===== config.mk =====
export PLATFORM = sky130hd
export DESIGN_NAME = pcd_frame_decode
export DESIGN_NICKNAME = d
export VERILOG_FILES = /design/src/rtl/pcd_frame_decode_pkg.sv /design/src/rtl/pcd_frame_decode_parity.sv /design/src/rtl/pcd_frame_decode.sv
export SDC_FILE = /design/constraint.sdc
export NUM_CORES = 1
export LEC_CHECK = 0
export ABC_CLOCK_PERIOD_IN_PS = 1900
export BUFFER_PORTS_ARGS = -buffer_cell sky130_fd_sc_hd__buf_2
export CAP_MARGIN = 20
export CORE_MARGIN = 8
export CORE_UTILIZATION = 57
export CTS_BUF_LIST = sky130_fd_sc_hd__clkbuf_4 sky130_fd_sc_hd__clkbuf_8
export CTS_CLUSTER_DIAMETER = 100
export DETAILED_ROUTE_END_ITERATION = 8
export HOLD_SLACK_MARGIN = 0.05
export PLACE_DENSITY_LB_ADDON = 0.1
export SLEW_MARGIN = 15
export SYNTH_ARGS = -nofsm -noshare
export SYNTH_HDL_FRONTEND = slang
export SYNTH_SLANG_ARGS = --single-unit

===== constraint.sdc =====
create_clock -name clk -period 1.9 [get_ports clk]
set_input_delay 0.095 -clock clk [delete_from_list [all_inputs] [get_ports clk]]
set_output_delay 0.095 -clock clk [all_outputs]
set_load 0.01 [all_outputs]

===== src/rtl/pcd_frame_decode_pkg.sv =====
// Shared ISO/IEC 14443-A PCD->PICC decode types.
package ISO14443A_pkg;

  // Modified Miller bit sequences reported by sequence_decode
  typedef enum logic [1:0] {
    SEQ_X     = 2'd0,
    SEQ_Y     = 2'd1,
    SEQ_Z     = 2'd2,
    SEQ_ERROR = 2'd3
  } PCDBitSequence;

  // Frame decoder states
  typedef enum logic {
    FDS_IDLE = 1'b0,
    FDS_DATA = 1'b1
  } FrameDecodeState;

  // Eight data bits plus one odd-parity bit
  localparam int unsigned PARITY_GROUP_LEN = 9;
  localparam int unsigned PARITY_CNT_W     = 4;

endpackage


===== src/rtl/pcd_frame_decode_parity.sv =====
// Odd-parity checker over 9-bit groups of the emitted bit stream.
module frame_parity_check
  import ISO14443A_pkg::*;
(
  input  logic clk,
  input  logic rst,
  input  logic clear,
  input  logic emit,
  input  logic bit_in,
  output logic parity_err_c
);

  localparam logic [PARITY_CNT_W-1:0] GRP_LAST = PARITY_CNT_W'(PARITY_GROUP_LEN - 1);

  logic [PARITY_CNT_W-1:0] grp_cnt;
  logic                    acc;

  // Flag the group-closing bit when the nine bits XOR to 0 (even parity)
  always_comb begin
    parity_err_c = emit && (grp_cnt == GRP_LAST) && !(acc ^ bit_in);
  end

  // Group position and running XOR of the bits seen so far in the group
  always_ff @(posedge clk or posedge rst) begin
    if (rst) begin
      grp_cnt <= '0;
      acc     <= 1'b0;
    end else if (clear) begin
      grp_cnt <= '0;
      acc     <= 1'b0;
    end else if (emit) begin
      if (grp_cnt == GRP_LAST) begin
        grp_cnt <= '0;
        acc     <= 1'b0;
      end else begin
        grp_cnt <= grp_cnt + PARITY_CNT_W'(1);
        acc     <= acc ^ bit_in;
      end
    end
  end

endmodule


===== src/rtl/pcd_frame_decode.sv =====
// PCD->PICC frame decoder: turns Modified Miller sequences into SOC, data
// bits and EOC. Bits leave one sequence late since Y/Z need lookahead.
// Optional parity checking: define PCD_FRAME_DECODE_PARITY_CHECK_EN.
module pcd_frame_decode
  import ISO14443A_pkg::*;
#(
  parameter int unsigned BIT_COUNT_W = 10
) (
  input  logic                   clk,
  input  logic                   rst,
  input  PCDBitSequence          seq,
  input  logic                   seq_valid,
  output logic                   soc,
  output logic                   eoc,
  output logic                   data_bit,
  output logic                   data_valid,
  output logic [BIT_COUNT_W-1:0] bit_count,
  output logic                   error,
  output logic                   parity_error
);

  localparam logic [BIT_COUNT_W-1:0] BC_MAX = '1;

  FrameDecodeState        state, state_nxt;
  PCDBitSequence          prev, prev_nxt;
  logic                   pend_valid, pend_valid_nxt;
  logic                   pend_val, pend_val_nxt;
  logic [BIT_COUNT_W-1:0] bit_count_nxt;
  logic                   soc_nxt, eoc_nxt, err_nxt, data_bit_nxt;
  logic                   emit_req, emit_val, emit_c;
  logic                   parity_err_c;

  // Next-state, pending-bit and output decisions for one strobe
  always_comb begin
    state_nxt      = state;
    prev_nxt       = prev;
    pend_valid_nxt = pend_valid;
    pend_val_nxt   = pend_val;
    bit_count_nxt  = bit_count;
    data_bit_nxt   = data_bit;
    soc_nxt        = 1'b0;
    eoc_nxt        = 1'b0;
    err_nxt        = 1'b0;
    emit_req       = 1'b0;
    emit_val       = pend_val;
    emit_c         = 1'b0;

    if (seq_valid) begin
      case (state)
        FDS_IDLE: begin
          case (seq)
            SEQ_Z: begin
              soc_nxt        = 1'b1;
              state_nxt      = FDS_DATA;
              prev_nxt       = SEQ_Z;
              pend_valid_nxt = 1'b0;
              pend_val_nxt   = 1'b0;
              bit_count_nxt  = '0;
            end
            SEQ_Y:   ;
            default: err_nxt = 1'b1;
          endcase
        end
        FDS_DATA: begin
          case (seq)
            SEQ_X: begin
              emit_req       = pend_valid;
              pend_valid_nxt = 1'b1;
              pend_val_nxt   = 1'b1;
              prev_nxt       = SEQ_X;
            end
            SEQ_Z: begin
              if (prev == SEQ_X) begin
                err_nxt        = 1'b1;
                state_nxt      = FDS_IDLE;
                pend_valid_nxt = 1'b0;
              end else begin
                emit_req       = pend_valid;
                pend_valid_nxt = 1'b1;
                pend_val_nxt   = 1'b0;
                prev_nxt       = SEQ_Z;
              end
            end
            SEQ_Y: begin
              if (prev == SEQ_X) begin
                emit_req       = pend_valid;
                pend_valid_nxt = 1'b1;
                pend_val_nxt   = 1'b0;
                prev_nxt       = SEQ_Y;
              end else begin
                // Pending 0 is the EOC logic-0, never a data bit
                eoc_nxt        = 1'b1;
                state_nxt      = FDS_IDLE;
                pend_valid_nxt = 1'b0;
              end
            end
            default: begin
              err_nxt        = 1'b1;
              state_nxt      = FDS_IDLE;
              pend_valid_nxt = 1'b0;
            end
          endcase
        end
        default: state_nxt = FDS_IDLE;
      endcase
    end

    // A full bit counter aborts the frame instead of emitting
    if (emit_req) begin
      if (bit_count == BC_MAX) begin
        err_nxt        = 1'b1;
        state_nxt      = FDS_IDLE;
        pend_valid_nxt = 1'b0;
      end else begin
        emit_c        = 1'b1;
        data_bit_nxt  = emit_val;
        bit_count_nxt = bit_count + BIT_COUNT_W'(1);
      end
    end
  end

`ifdef PCD_FRAME_DECODE_PARITY_CHECK_EN
  frame_parity_check u_parity (
    .clk          (clk),
    .rst          (rst),
    .clear        (soc_nxt),
    .emit         (emit_c),
    .bit_in       (emit_val),
    .parity_err_c (parity_err_c)
  );
`else
  assign parity_err_c = 1'b0;
`endif

  // State register and registered outputs
  always_ff @(posedge clk or posedge rst) begin
    if (rst) begin
      state        <= FDS_IDLE;
      prev         <= SEQ_Z;
      pend_valid   <= 1'b0;
      pend_val     <= 1'b0;
      bit_count    <= '0;
      soc          <= 1'b0;
      eoc          <= 1'b0;
      error        <= 1'b0;
      data_bit     <= 1'b0;
      data_valid   <= 1'b0;
      parity_error <= 1'b0;
    end else begin
      state        <= state_nxt;
      prev         <= prev_nxt;
      pend_valid   <= pend_valid_nxt;
      pend_val     <= pend_val_nxt;
      bit_count    <= bit_count_nxt;
      soc          <= soc_nxt;
      eoc          <= eoc_nxt;
      error        <= err_nxt;
      data_bit     <= data_bit_nxt;
      data_valid   <= emit_c;
      parity_error <= parity_err_c;
    end
  end

endmodule


==> results of run 1 <==
critical path, cell delays in order, from the launching register on:
cell,delay (ns)
dfrtp_1,0.43
ha_1,0.23
and3_1,0.23
and3_1,0.19
or4_1,0.52
o211ai_2,0.07
report_power, final:
part,internal [mW],switching (mW),total (mW)
Clock,0.0961,0.125,0.221
Combinational,0.119,0.146,0.265
Sequential,0.491,0.0461,0.537
Total,0.706,0.318,1.02
routing by layer:
layer | global-route usage (%) | vias up
li1 | - | 493
met1 | 17.9 | 498
met2 | 27.6 | 45
met3 | 2.54 | 7
met4 | 7.64 | 0
met5 | 0 | -
path summary, 6_finish.rpt:
path	startpoint	end	slack, ns	cells past startpoint
setup / recovery	bit_count[0]	bit_count[7]	0.15	5
hold / removal	seq_valid	eoc	0.16	2
setup reg to reg	bit_count[0]	bit_count[7]	0.15	5
hold reg to reg	data_bit	data_bit	0.52	1
max in group asynchronous	rst	eoc	0.94	3
min in group asynchronous	rst	error	0.48	3
metrics by stage:
| stage | instances | hold WS [ns] |
|---|---|---|
| after floorplan | 122 | 0.0581 |
| after global placement | 169 | 0.246 |
| after detailed placement | 169 | 0.272 |
| after CTS | 174 | 0.146 |
| after global routing | 174 | 0.133 |
| final | 174 | 0.155 |
kinds of logic after synthesis:
family / after synthesis / synth area share, %
buffers and inverters: 16 / 5.82
AOI/OAI and AO/OA: 30 / 17.7
other: 1 / 0.329
muxes: 7 / 6.48
and+or+nand+nor: 43 / 20.2
DFF: 20 / 44.0
adders and majority gates: 5 / 5.49
Yosys cell counts (all sizes together) (2+ instances only):
cell type | instances | share of area, %
ha | 5 | 5.5
mux2 | 3 | 3.0
o21ai | 8 | 3.5
nand4 | 3 | 1.6
nor2 | 10 | 3.3
a21oi | 4 | 1.8
and2 | 2 | 1.1
mux2i | 4 | 3.5
o211ai | 7 | 5.0
dfrtp | 19 | 42
nand3 | 12 | 5.3
and3 | 4 | 2.2
nand2 | 4 | 1.3
a31oi | 2 | 1.1
inv | 12 | 4.0
and4 | 2 | 1.5
buf | 3 | 1.5
sequential cells by signal, summed over array words and instances, names as in the netlist:
name,count
data_valid,1
data_bit,1
emit_val,1
eoc,1
pend_valid,1
prev,2
error,1
bit_count,10
soc,1
state,1
area by class of cell:
class / count / area (um^2)
Timing Repair Buffer: 25 / 143
Sequential cell: 20 / 502
Inverter: 12 / 45.0
Clock buffer: 4 / 30.0
Multi-Input combinational cell: 86 / 572
Tap cell: 27 / 33.8
Fill cell: 173 / 597
placed cells by master, fill, tap and decap left out, types with 2 or more instances in the layout:
cell      instances
inv_1            12
dfrtp_1          19
ha_1              5
and2_1            2
clkbuf_4          4
and4_1            2
buf_4             5
nor2_1           10
o21ai_0           7
buf_2            19
a31oi_1           2
nand4_1           3
a21oi_1           4
nand3_1          12
nand2_1           4
o211ai_1          6
mux2_2            3
mux2i_1           4
and3_1            4
repair_timing:
item / CTS / global route
buffers inserted: 0 / 0
hold buffers: 1 / 0
hold endpoints to repair: 19 / 0
==> impl_metrics.json, run 1 <==
{
  "nNetsFinal": 158,
  "post_cts_resized": 0,
  "die_area_um2": 3690,
  "drc": 0,
  "design_area_um2": 1330,
  "setup_slack_ns": 0.153,
  "yosysSeqAreaShare_pct": 44.0,
  "wl_met1_um": 1020,
  "portBuffers": 19,
  "postSynthCellCount": 122,
  "dp_worst_setup_slack_ns": 0.138,
  "drtAntennaViolNets": 0,
  "final-hold-violation-count": 0,
  "cts_tree": "built",
  "core_um2": 1920,
  "routedWlPerCell_um": 14.5,
  "die_h_um": 60.7,
  "tns_ns": 0,
  "path_clk_slew_ns": 0.11,
  "post-dp-hpwl_um": 1920,
  "crit_required_ns": 2.12,
  "htree_num_levels": 1,
  "fp-row-count": 16,
  "cp.arrival_ns": 1.97,
  "synth_seq_cells": 20,
  "min_period_ns": 1.75,
  "grt_usage_pct": 15.7,
  "maxUsedRoutingLayer": "met4",
  "synth-edff-count": 0,
  "die_w_um": 60.7,
  "cts_buffers": 3,
  "clock-sinks": 20,
  "syn2layout_area_growth_pct": 16.2,
  "worstMarginPinSlew_ns": 0.764,
  "mappedNetlistArea_um2": 1140,
  "met2WireLength_um": 1310,
  "syn-num-nets": 132,
  "vias_per_cell": 5.99,
  "startpoint_type": "flop",
  "leakage_nw": 0.678,
  "powerDensity_nw_per_um2": 773,
  "synth_cell_types": 38,
  "setup_viol": 0,
  "finalWirelength_um": 2520,
  "antenna_found_initial": 0,
  "total_power_mw": 1.02,
  "met3_length_um": 168,
  "first_pass_iters": 4,
  "final_util_pct": 68.9,
  "crit_fanout": 4,
  "place_congestion": 0.877,
  "post-route-period-util_pct": 91.9,
  "grt_overflow": 0,
  "yosys_warnings": 0,
  "place_area_um2": 1280,
  "fin_skew_ns": 0.0130,
  "synthArstFlopShare_pct": 100,
  "grt_pass1_wl_um": 4410,
  "synth_top_flop_cell": "dfrtp_1",
  "status": "finished, final reports clean",
  "grt_max_degree": 21,
  "cap_viol_max_count": 0,
  "ios": 21,
  "start_util_pct": 59.3,
  "crit_type": "flop to flop",
  "worstSetupEndpointType": "flop",
  "clk_latency_ns": 0.30,
  "diodes": 0,
  "first_iter_violations": 34,
  "rsz0062_at_grt": "false",
  "timing.fmax_mhz": 573,
  "cts_buffer_depth": 2,
  "grt_pass1_vias": 1037,
  "min_path_type": "primary input to flop",
  "synth.avg_cell_area_um2": 9.34,
  "slew_headroom_pct": 49.0,
  "vias": 1043,
  "root_buffer": "clkbuf_4",
  "ir_drop_uv": 678,
  "layout-drive-gt1-share_pct": 23.8,
  "slew_violations": 0
}
No activity file was read; power rests on OpenSTA's default activity.
==> run 2, diff against run 1 <==
- ABC_AREA: unset -> 0
- ABC_CLOCK_PERIOD_IN_PS: 1900 -> 1870
- BUFFER_PORTS_ARGS: -buffer_cell sky130_fd_sc_hd__buf_2 -> -buffer_cell sky130_fd_sc_hd__buf_4
- clock period: 1.9 -> 1.87 ns (I/O delays scaled with it)
==> run 2 against run 1 <==
Against the previous run: flip-flop and latch count did not move; combinational power rose by 10%; utilization increased by 3.2 points; sequential share of layout area is 1.7 points lower; fmax up 0.29%; critical path depth stayed put; final area rose by 4.6%; register-to-register slack worse by 0.02 ns; worst hold slack got worse by 0.036 ns; largest power group unchanged.
==> impl_metrics.json, run 2 (synthesized netlist as in run 1, its figures left out) <==
{
  "worstHoldStart": "seq_valid",
  "clock-sinks": 20,
  "crit_buf_inv": 0,
  "mostFrequentLayoutCells": "25 x buf_4, 19 x dfrtp_1, 12 x inv_1, 12 x nand3_1, 10 x nor2_1",
  "portBuffers": 19,
  "ir_drop_uv": 670,
  "grt_overflow": 0,
  "min_period_ns": 1.74,
  "reg2reg_to": "bit_count[7]",
  "grt_pass1_vias": 972,
  "antenna_found_initial": 0,
  "die_w_um": 60.7,
  "path_clk_slew_ns": 0.11,
  "layout-drive-gt1-share_pct": 24.3,
  "routedWlPerCell_um": 14.4,
  "root_buffer": "clkbuf_4",
  "crit_slowest_cell": "or4_1",
  "startpoint_type": "flop",
  "grt_usage_pct": 14.8,
  "fp-row-count": 16,
  "fill_cells": 158,
  "first_iter_violations": 32,
  "cp_top_family": "simple AND/OR/NAND/NOR gates",
  "die_h_um": 60.7,
  "htree_num_levels": 1,
  "final-hold-violation-count": 0,
  "core_um2": 1920,
  "drtAntennaViolNets": 0,
  "largest_register_ff_count": 10,
  "ios": 21,
  "grt_pass1_wl_um": 4220,
  "slew_violations": 0,
  "r2r-start": "bit_count[0]",
  "powerDensity_nw_per_um2": 781,
  "final_common_cell": "buf_4",
  "worstSetupEndpointType": "flop",
  "cp.arrival_ns": 1.97,
  "crit_chain": "ha_1 > and3_1 > and3_1 > or4_1 > o211ai_2",
  "cts_buffer_depth": 2,
  "post-route-period-util_pct": 93.1,
  "tns_ns": 0,
  "cts_buffers": 3,
  "crit_fanout": 4,
  "status": "finished, final reports clean",
  "grt_max_degree": 21,
  "vias_per_cell": 5.89,
  "first_pass_iters": 4,
  "timing.fmax_mhz": 574,
  "diodes": 0,
  "crit_path_frequent_cell": "and3_1",
  "slew_headroom_pct": 49.5,
  "crit_required_ns": 2.09,
  "cts_tree": "built",
  "total_power_mw": 1.08,
  "cap_viol_max_count": 0,
  "post_cts_resized": 0,
  "syn2layout_area_growth_pct": 21.6,
  "reg_top3": "bit_count (10), prev (2)",
  "post-dp-hpwl_um": 1950,
  "place_congestion": 0.864,
  "start_util_pct": 59.3,
  "finalWirelength_um": 2520,
  "nNetsFinal": 159,
  "rsz0062_at_grt": "false",
  "hold_end": "eoc",
  "setup_viol": 0,
  "hold_depth": 2,
  "ff2ff_path_depth": 5,
  "regMostFlops": "bit_count",
  "vias": 1031,
  "crit_type": "flop to flop",
  "worstMarginPinSlew_ns": 0.756,
  "worstSetupPathDepth": 5,
  "worst-r2r-setup-slack_ns": 0.13,
  "clk_latency_ns": 0.30,
  "cpPeakStageDelay_ns": 0.53,
  "die_area_um2": 3690,
  "min_path_type": "primary input to flop",
  "drc": 0,
  "leakage_nw": 0.689,
  "fin_skew_ns": 0.00260
}
## run 2: where the power goes
part | switching (mW) | internal (mW)
combinational | 0.149 | 0.142
sequential | 0.0459 | 0.499
clock | 0.127 | 0.119
## run 2: worst max path at each step
stage / slack, ns / to / startpoint
2_1_floorplan: 0.21 / bit_count[7] / bit_count[0]
3_3_place_gp: 0.17 / bit_count[7] / bit_count[0]
3_5_place_dp: 0.16 / bit_count[7] / bit_count[0]
4_1_cts: 0.14 / bit_count[7] / bit_count[0]
5_1_grt: 0.03 / data_bit / bit_count[0]
6_report: 0.13 / bit_count[7] / bit_count[0]
## run 2: per-layer routing
metal	global-route usage, %	part of all wire [%]
met5	0	0
met4	6.64	1.6
met3	2.12	4.5
met2	27.1	53
met1	16.4	41
## run 2: final cells by class
type | instances | area (um^2) | area share, %
Timing Repair Buffer | 26 | 198 | 14.3
Clock buffer | 4 | 36.3 | 2.62
Multi-Input combinational cell | 86 | 572 | 41.2
Sequential cell | 20 | 502 | 36.2
Tap cell | 27 | 33.8 | 2.44
Inverter | 12 | 45.0 | 3.25
## run 2: through the flow
stage	utilization (%)	cells	worst slack, ns	cell area [um^2]	hold WS (ns)
4_1_cts	72.1	175	0.136	1390	0.109
6_report	72.1	175	0.128	1390	0.120
2_1_floorplan	-	122	0.206	1140	0.0566
5_1_grt	72.1	175	0.0350	1390	0.100
3_3_place_gp	69.7	170	0.174	1340	0.267
3_5_place_dp	69.7	170	0.158	1340	0.277
## run 2: worst reg2reg max path, cell delays in order (launching register included)
cell	delay (ns)
dfrtp_1	0.42
ha_1	0.23
and3_1	0.22
and3_1	0.18
or4_1	0.53
o211ai_2	0.09
## run 2: repair_timing
item	in CTS	in global routing
hold buffers	1	0
setup buffers	0	0
endpoints found under the hold margin	19	0
==> run 3, diff against run 2 <==
- MAX_ROUTING_LAYER: unset -> met4
- SKIP_CTS_REPAIR_TIMING: unset -> 1
==> run 3 against run 2 <==
Against the previous run: routed wire length fell by 1.5%; clock skew rose by 0.0057 ns; clock power is 8% lower; register-to-register slack about the same; flip-flop and latch count unchanged; sequential share of layout area increased by 0.16 points; worst setup slack got worse by 0.013 ns; critical path depth unchanged; global-route usage rose by 0.60 points; worst hold slack worse by 0.0022 ns; combinational power barely moved; utilization shrank 0.33 points; highest routed layer unchanged.
==> impl_metrics.json, run 3 (synthesized netlist as in run 1, its figures left out) <==
{
  "drc": 0,
  "cts_tree": "built",
  "final_common_cell": "buf_4",
  "clock-sinks": 20,
  "fin_skew_ns": 0.00835,
  "final-hold-violation-count": 0,
  "leakage_nw": 0.686,
  "grt_max_degree": 21,
  "mostFrequentLayoutCells": "25 x buf_4, 19 x dfrtp_1, 12 x inv_1, 12 x nand3_1, 10 x nor2_1",
  "r2r-start": "bit_count[0]",
  "worstSetupEndpointType": "flop",
  "antenna_found_initial": 0,
  "min_period_ns": 1.75,
  "largest_register_ff_count": 10,
  "cts_buffer_depth": 2,
  "vias_per_cell": 5.81,
  "layout-drive-gt1-share_pct": 24.3,
  "regMostFlops": "bit_count",
  "grt_usage_pct": 15.4,
  "grt_overflow": 0,
  "crit_required_ns": 2.10,
  "setup_viol": 0,
  "start_util_pct": 59.3,
  "drtAntennaViolNets": 0,
  "die_w_um": 60.7,
  "cp.arrival_ns": 1.98,
  "first_iter_violations": 36,
  "worstMarginPinSlew_ns": 0.751,
  "final_cells": 175,
  "die_h_um": 60.7,
  "htree_num_levels": 1,
  "place_area_um2": 1340,
  "reg_top3": "bit_count (10), prev (2)",
  "fp-row-count": 16,
  "diodes": 0,
  "path_clk_slew_ns": 0.11,
  "root_buffer": "clkbuf_4",
  "worstHoldStart": "seq_valid",
  "status": "finished, final reports clean",
  "die_area_um2": 3690,
  "place_inst": 170,
  "grt_pass1_vias": 942,
  "startpoint_type": "flop",
  "setup_slack_ns": 0.115,
  "tns_ns": 0,
  "cap_viol_max_count": 0,
  "vias": 1016,
  "crit_type": "flop to flop",
  "cts_buffers": 3,
  "slew_violations": 0,
  "finalWirelength_um": 2480,
  "core_um2": 1920,
  "post-dp-hpwl_um": 1870,
  "post-route-period-util_pct": 93.8,
  "place_congestion": 0.901,
  "portBuffers": 19,
  "min_path_type": "primary input to flop",
  "slew_headroom_pct": 49.9,
  "powerDensity_nw_per_um2": 772,
  "ios": 21,
  "nNetsFinal": 159,
  "startpoint": "bit_count[0]",
  "ir_drop_uv": 629,
  "grt_pass1_wl_um": 4190,
  "dp_worst_setup_slack_ns": 0.133,
  "crit_fanout": 4,
  "first_pass_iters": 4,
  "syn2layout_area_growth_pct": 21.1,
  "timing.fmax_mhz": 570,
  "total_power_mw": 1.07,
  "clk_latency_ns": 0.31,
  "design_area_um2": 1380,
  "rsz0062_at_grt": "false",
  "routedWlPerCell_um": 14.2
}
==> run 3: cell types whose count changed in the layout (fill, tap and decap cells not counted) <==
cell,change
clkbuf_4,+1
clkbuf_8,-1
==> run 3: layout make-up <==
| class | count | area (um^2) |
|---|---|---|
| clock buffers | 4 | 30.0 |
| fillers | 163 | 542 |
| inverters | 12 | 45.0 |
| multi-input cells | 86 | 572 |
| flip-flops and latches | 20 | 502 |
| well taps | 27 | 33.8 |
| repair buffers | 26 | 198 |
==> run 3: routing by layer <==
| metal | track usage [%] | part of all wire [%] |
|---|---|---|
| met1 | 17.7 | 44 |
| met2 | 25.2 | 50 |
| met3 | 3.39 | 4.9 |
| met4 | 6.98 | 2.0 |
| met5 | - | 0 |
==> run 3: through the flow <==
stage	hold WS (ns)	util, %
detailed placement	0.274	69.7
CTS	-0.0718	71.3
finish	0.118	71.8
global route	0.108	71.8
floorplan	0.0566	-
global placement	0.261	69.7
==> run 3: final timing paths <==
check | endpoint | slack, ns | cells past startpoint
min in group asynchronous | bit_count[4] | 0.47 | 3
max in group asynchronous | data_valid | 0.93 | 3
setup / recovery | bit_count[7] | 0.12 | 5
hold / removal | pend_valid | 0.12 | 3
hold reg to reg | data_bit | 0.52 | 1
setup reg to reg | bit_count[7] | 0.12 | 5
==> run 3: critical path: stages, from the launching register on <==
cell	delay, ns
dfrtp_1	0.43
ha_1	0.24
and3_1	0.22
and3_1	0.19
or4_1	0.52
o211ai_2	0.08
==> run 3: report_power, final <==
| group | internal, mW | switching (mW) |
|---|---|---|
| Clock | 0.0978 | 0.129 |
| Sequential | 0.499 | 0.0478 |
| Combinational | 0.142 | 0.150 |
